## src/rtl/arm_hazard_forward_unit.sv

```systemverilog
// Hazard/forwarding controller for the 5-stage ARM pipeline (F/D/E/M/W).
// Optional perf counters: define HAZARD_PERF_COUNT_EN.
module arm_hazard_forward_unit #(
  parameter int RegAddrWidth = 4,
  parameter int CountWidth   = 16
) (
  input  logic                    i_CLK,
  input  logic                    i_NRESET,
  input  logic [RegAddrWidth-1:0] i_RA1_D,
  input  logic [RegAddrWidth-1:0] i_RA2_D,
  input  logic [RegAddrWidth-1:0] i_Rd_D,
  input  logic                    i_RegWrite_D,
  input  logic                    i_MemToReg_D,
  input  logic                    i_PCSrc_D,
  input  logic                    i_BranchTaken_E,
  output logic [1:0]              o_ForwardA_E,
  output logic [1:0]              o_ForwardB_E,
  output logic                    o_StallF,
  output logic                    o_StallD,
  output logic                    o_FlushD,
  output logic                    o_FlushE,
  output logic [CountWidth-1:0]   o_StallCount,
  output logic [CountWidth-1:0]   o_FlushCount
);

  localparam logic [RegAddrWidth-1:0] RegPc = '1;

  logic [RegAddrWidth-1:0] ra1_e_q, ra1_e_d;
  logic [RegAddrWidth-1:0] ra2_e_q, ra2_e_d;
  logic [RegAddrWidth-1:0] rd_e_q, rd_e_d;
  logic [RegAddrWidth-1:0] rd_m_q, rd_m_d;
  logic [RegAddrWidth-1:0] rd_w_q, rd_w_d;
  logic regwr_e_q, regwr_e_d;
  logic regwr_m_q, regwr_m_d;
  logic regwr_w_q, regwr_w_d;
  logic memrd_e_q, memrd_e_d;
  logic pcsrc_e_q, pcsrc_e_d;
  logic pcsrc_m_q, pcsrc_m_d;
  logic pcsrc_w_q, pcsrc_w_d;

  logic ld_stall;
  logic pc_wr_pend;
  logic flush_e;

  always_comb begin
    o_ForwardA_E = 2'b00;
    if (ra1_e_q != RegPc) begin
      if (regwr_m_q && rd_m_q == ra1_e_q) begin
        o_ForwardA_E = 2'b10;
      end else if (regwr_w_q && rd_w_q == ra1_e_q) begin
        o_ForwardA_E = 2'b01;
      end
    end
  end

  always_comb begin
    o_ForwardB_E = 2'b00;
    if (ra2_e_q != RegPc) begin
      if (regwr_m_q && rd_m_q == ra2_e_q) begin
        o_ForwardB_E = 2'b10;
      end else if (regwr_w_q && rd_w_q == ra2_e_q) begin
        o_ForwardB_E = 2'b01;
      end
    end
  end

  // A taken branch squashes the dependent instr, so no load-use bubble.
  always_comb begin
    ld_stall = memrd_e_q && regwr_e_q && (rd_e_q != RegPc)
            && ((rd_e_q == i_RA1_D) || (rd_e_q == i_RA2_D))
            && !i_BranchTaken_E;
    pc_wr_pend = i_PCSrc_D | pcsrc_e_q | pcsrc_m_q;
    flush_e    = i_NRESET & (ld_stall | i_BranchTaken_E);
  end

  assign o_StallD = ld_stall;
  assign o_StallF = ld_stall | pc_wr_pend;
  assign o_FlushE = flush_e;
  assign o_FlushD = pc_wr_pend | pcsrc_w_q | i_BranchTaken_E;

  always_comb begin
    ra1_e_d   = flush_e ? '0   : i_RA1_D;
    ra2_e_d   = flush_e ? '0   : i_RA2_D;
    rd_e_d    = flush_e ? '0   : i_Rd_D;
    regwr_e_d = flush_e ? 1'b0 : i_RegWrite_D;
    memrd_e_d = flush_e ? 1'b0 : i_MemToReg_D;
    pcsrc_e_d = flush_e ? 1'b0 : i_PCSrc_D;
    rd_m_d    = rd_e_q;
    regwr_m_d = regwr_e_q;
    pcsrc_m_d = pcsrc_e_q;
    rd_w_d    = rd_m_q;
    regwr_w_d = regwr_m_q;
    pcsrc_w_d = pcsrc_m_q;
  end

  always_ff @(posedge i_CLK or negedge i_NRESET) begin
    if (!i_NRESET) begin
      ra1_e_q   <= '0;
      ra2_e_q   <= '0;
      rd_e_q    <= '0;
      rd_m_q    <= '0;
      rd_w_q    <= '0;
      regwr_e_q <= 1'b0;
      regwr_m_q <= 1'b0;
      regwr_w_q <= 1'b0;
      memrd_e_q <= 1'b0;
      pcsrc_e_q <= 1'b0;
      pcsrc_m_q <= 1'b0;
      pcsrc_w_q <= 1'b0;
    end else begin
      ra1_e_q   <= ra1_e_d;
      ra2_e_q   <= ra2_e_d;
      rd_e_q    <= rd_e_d;
      rd_m_q    <= rd_m_d;
      rd_w_q    <= rd_w_d;
      regwr_e_q <= regwr_e_d;
      regwr_m_q <= regwr_m_d;
      regwr_w_q <= regwr_w_d;
      memrd_e_q <= memrd_e_d;
      pcsrc_e_q <= pcsrc_e_d;
      pcsrc_m_q <= pcsrc_m_d;
      pcsrc_w_q <= pcsrc_w_d;
    end
  end

`ifdef HAZARD_PERF_COUNT_EN
  logic [CountWidth-1:0] stall_cnt_q, stall_cnt_d;
  logic [CountWidth-1:0] flush_cnt_q, flush_cnt_d;

  // Both counters saturate rather than wrap.
  always_comb begin
    stall_cnt_d = stall_cnt_q;
    flush_cnt_d = flush_cnt_q;
    if (ld_stall && stall_cnt_q != '1) begin
      stall_cnt_d = stall_cnt_q + 1'b1;
    end
    if (i_BranchTaken_E && flush_cnt_q != '1) begin
      flush_cnt_d = flush_cnt_q + 1'b1;
    end
  end

  always_ff @(posedge i_CLK or negedge i_NRESET) begin
    if (!i_NRESET) begin
      stall_cnt_q <= '0;
      flush_cnt_q <= '0;
    end else begin
      stall_cnt_q <= stall_cnt_d;
      flush_cnt_q <= flush_cnt_d;
    end
  end

  assign o_StallCount = stall_cnt_q;
  assign o_FlushCount = flush_cnt_q;
`else
  assign o_StallCount = '0;
  assign o_FlushCount = '0;
`endif

endmodule

```

## config.mk

```make
export PLATFORM = sky130hd
export DESIGN_NAME = arm_hazard_forward_unit
export DESIGN_NICKNAME = d
export VERILOG_FILES = /design/src/rtl/arm_hazard_forward_unit.sv
export SDC_FILE = /design/constraint.sdc
export NUM_CORES = 1
export LEC_CHECK = 0
export CORE_MARGIN = 1.5
export CORE_UTILIZATION = 42
export DETAILED_ROUTE_END_ITERATION = 6
export PLACE_DENSITY_LB_ADDON = 0.1
export SLEW_MARGIN = 20
export SYNTH_ARGS = -nofsm -noshare
export SYNTH_HDL_FRONTEND = slang
export SYNTH_SLANG_ARGS = --single-unit
```

## constraint.sdc

```tcl
create_clock -name i_CLK -period 1.7 [get_ports i_CLK]
set_input_delay 0.34 -clock i_CLK [delete_from_list [all_inputs] [get_ports i_CLK]]
set_output_delay 0.34 -clock i_CLK [all_outputs]
set_load 0.02 [all_outputs]
```

==> results.toml <==
[outcome]
status = "finished, violations left"
violations = "negative setup slack"

[global_route]
first_global_vias = 1032
grt_pass1_wl_mm = 4.58
grt.total_usage_pct = 17.4
grt_max_degree = 25
antenna_found_initial = 0
gr-total-overflow = 0

[drt]
viasPerCell = 4.23
post_drt_wl_per_cell_um = 11.6
vias = 1058
wl_mm = 2.90
antenna_left = 0
drc = 0
dr.first_iter.drc_count = 8
dr.pass1.iters = 3

[setup_path]
r2r_cells = 8
cp_max_fo = 3
crit_path_end_kind = "primary output"
critPathKind = "flip-flop to primary output"
critical_path.max_stage_delay_ns = 0.45
crit_required_ns = 1.36
worstPathArrival_ns = 1.80
cpMaxStageDelayCell = "dfrtp_1"
cp_cell_sequence = "xor2_1 -> nor4_2 -> buf_4 -> nor2_4 -> o31ai_4 -> buf_6"
worstSetupStartpointType = "flip-flop"

[cts]
clockBufferDepth = 2
cts.sinks = 27
cts_tree = "done"
cts-buffers-inserted = 3
htreeDepth = 1
path_clk_slew_ns = 0.13
clk_latency_ns = 0.32
cts_root_buf = "clkbuf_4"

[placed_design]
place_inst = 237
io_buffers = 25
dp_slack_ns = -1.08
place_area_sq_um = 1790
gp_congestion = 0.775
place_hpwl_mm = 2.11

[yosys]
yosys-top-cells-area = "dfrtp_1 (48%), buf_4 (17%), xor2_1 (8.6%)"
synth.largest_area_cell = "dfrtp_1"
yosysSeqAreaShare_pct = 47.7
syn_avg_cell_area_sq_um = 9.71
synthDistinctLibCells = 18
synth_cells = 146
ys_warn_count = 0
synth-seq-cells = 27
synth_area_sq_um = 1420
yosys.area.top_type_share_pct = 47.7

[job]
cap_viol_max_count = 0

[die]
die_h_um = 61.1
initial_core_util_pct = 45.3
die_area_sq_um = 3730
pin_count = 58
core_area_sq_um = 3130
num_rows = 20
die_w_um = 61.1

[sta]
clock.fmax_ghz = 0.466
holdWs_ns = 0.316
setup_viol = 22
slew_violations = 0
setup_slack_ns = -0.444
rsz0062_at_grt = "yes"
clock_skew_ns = 0.00334
hold_viol_final = 0
period_needed_ns = 2.14
min_period_over_period_pct = 126

[hold_path]
hold_path_depth = 3
holdCritPathClass = "primary input to flip-flop"

[pwr]
total_leakage_power_nw = 0.996
intPower_uw = 942
clockPowerShare_pct = 19.7
pwr-share-seq_pct = 52.9
ir_drop_mv = 0.343
comb_power_share_pct = 27.5
p_sw_share_pct = 31.2
power_density_nw_per_um2 = 687
p_sw_uw = 427

[final_layout]
area_growth_pct = 40.6
fin_area_sq_um = 1990
n_antenna_cell = 0
nNetsFinal = 225
stdcell_count = 250
drive_above_1_share_pct = 30.1
[sequential cells by signal, indices dropped and copies added, names as in the netlist]
register and flops:
pcsrc_m_q 1, ra1_e_q 4, regwr_m_q 1, rd_m_q 4
pcsrc_w_q 1, memrd_e_q 1, regwr_e_q 1, regwr_w_q 1
ra2_e_q 4, pcsrc_e_q 1, rd_w_q 4, rd_e_q 4
[repair_timing]
item / CTS / global route
setup buffers: 9 / 1
setup endpoints to repair: 8 / 23
pin swaps: 16 / 8
gates resized for setup: 54 / 16
cloned: 0 / 0
hold buffers: 0 / 0
[layout by cell type, fill, tap and decap left out, drive strengths merged]
cell type and count:
xor2 14, inv 2, o21ai 1, nand3 5, nand2 19, clkbuf 4, o21a 4, nand4 4
conb 32, nor2 17, o21ba 1, clkdlybuf4s50 11, xnor2 8, dlygate4sd2 5, dlymetal6s2s 1, o31ai 1
dfrtp 27, nor4 4, nor3 4, buf 42
[metal layers]
metal	track usage, %	up-vias	routed length, um
li1	-	527	-
met1	18.7	493	1070
met2	33.6	34	1670
met3	3.36	4	128
met4	5.59	0	29
met5	0	-	0
[final timing paths]
check | start | end | slack [ns]
max in group asynchronous | i_NRESET | rd_m_q[2] | 1.01
min in group asynchronous | i_NRESET | pcsrc_w_q | 0.44
worst min-delay path | i_RA1_D[3] | ra1_e_q[3] | 0.32
worst max-delay path | rd_e_q[3] | o_StallF | -0.44
worst min register to register | pcsrc_m_q | pcsrc_w_q | 0.41
worst max register to register | rd_e_q[3] | ra1_e_q[0] | -0.05
[cells by family after synthesis]
kind of cell | Yosys count | share of synthesized area (%)
other | 1 | 0.265
and+or+nand+nor | 53 | 16.2
xor gates and xnor gates | 22 | 13.6
buffers and inverters | 36 | 18.5
DFF | 27 | 47.7
AOI/OAI and AO/OA | 7 | 3.71
[critical path, delay by kind of cell, from the launching register on]
kind / cells / cell delay [ns]
AOI/OAI and AO/OA: 1 / 0.18
xor gates and xnor gates: 1 / 0.19
DFF: 1 / 0.45
buffers and inverters: 2 / 0.32
and+or+nand+nor: 2 / 0.34
[metrics by stage]
step	utilization (%)	TNS (ns)	total power [mW]
after floorplan	-	-0.0771	0.958
after global routing	63.7	-4.15	1.45
after CTS	61.4	-2.07	1.34
after global placement	57.4	-6.81	1.04
after detailed placement	57.4	-7.54	1.05
final	63.7	-2.42	1.37
[power groups by stage]
stage | clock (mW) | combinational (mW) | sequential (mW)
4_1_cts | 0.274 | 0.344 | 0.721
5_1_grt | 0.307 | 0.410 | 0.729
3_5_place_dp | 0 | 0.314 | 0.734
6_report | 0.269 | 0.376 | 0.723
3_3_place_gp | 0 | 0.306 | 0.733
2_1_floorplan | 0 | 0.226 | 0.732
[synth_stat cells]
| cell type | count |
|---|---|
| conb_1 | 1 |
| o21a_1 | 4 |
| nor3_1 | 4 |
| inv_1 | 2 |
| nor4_1 | 4 |
| nand3_1 | 5 |
| buf_6 | 1 |
| nor2_1 | 17 |
| dfrtp_1 | 27 |
| buf_4 | 32 |
| clkbuf_1 | 1 |
| o21ba_2 | 1 |
| o21ai_0 | 1 |
| xor2_1 | 14 |
| nand2_1 | 19 |
| nand4_1 | 4 |
| xnor2_1 | 8 |
| o31ai_1 | 1 |
[layout make-up]
type	count	area, sq um
flip-flops and latches	27	676
well taps	44	55.1
clock buffers	4	26.3
repair buffers	59	498
multi-input cells	114	731
fillers	279	1130
inverters	2	7.51
Note: power is estimated with default switching activity, not from simulation.
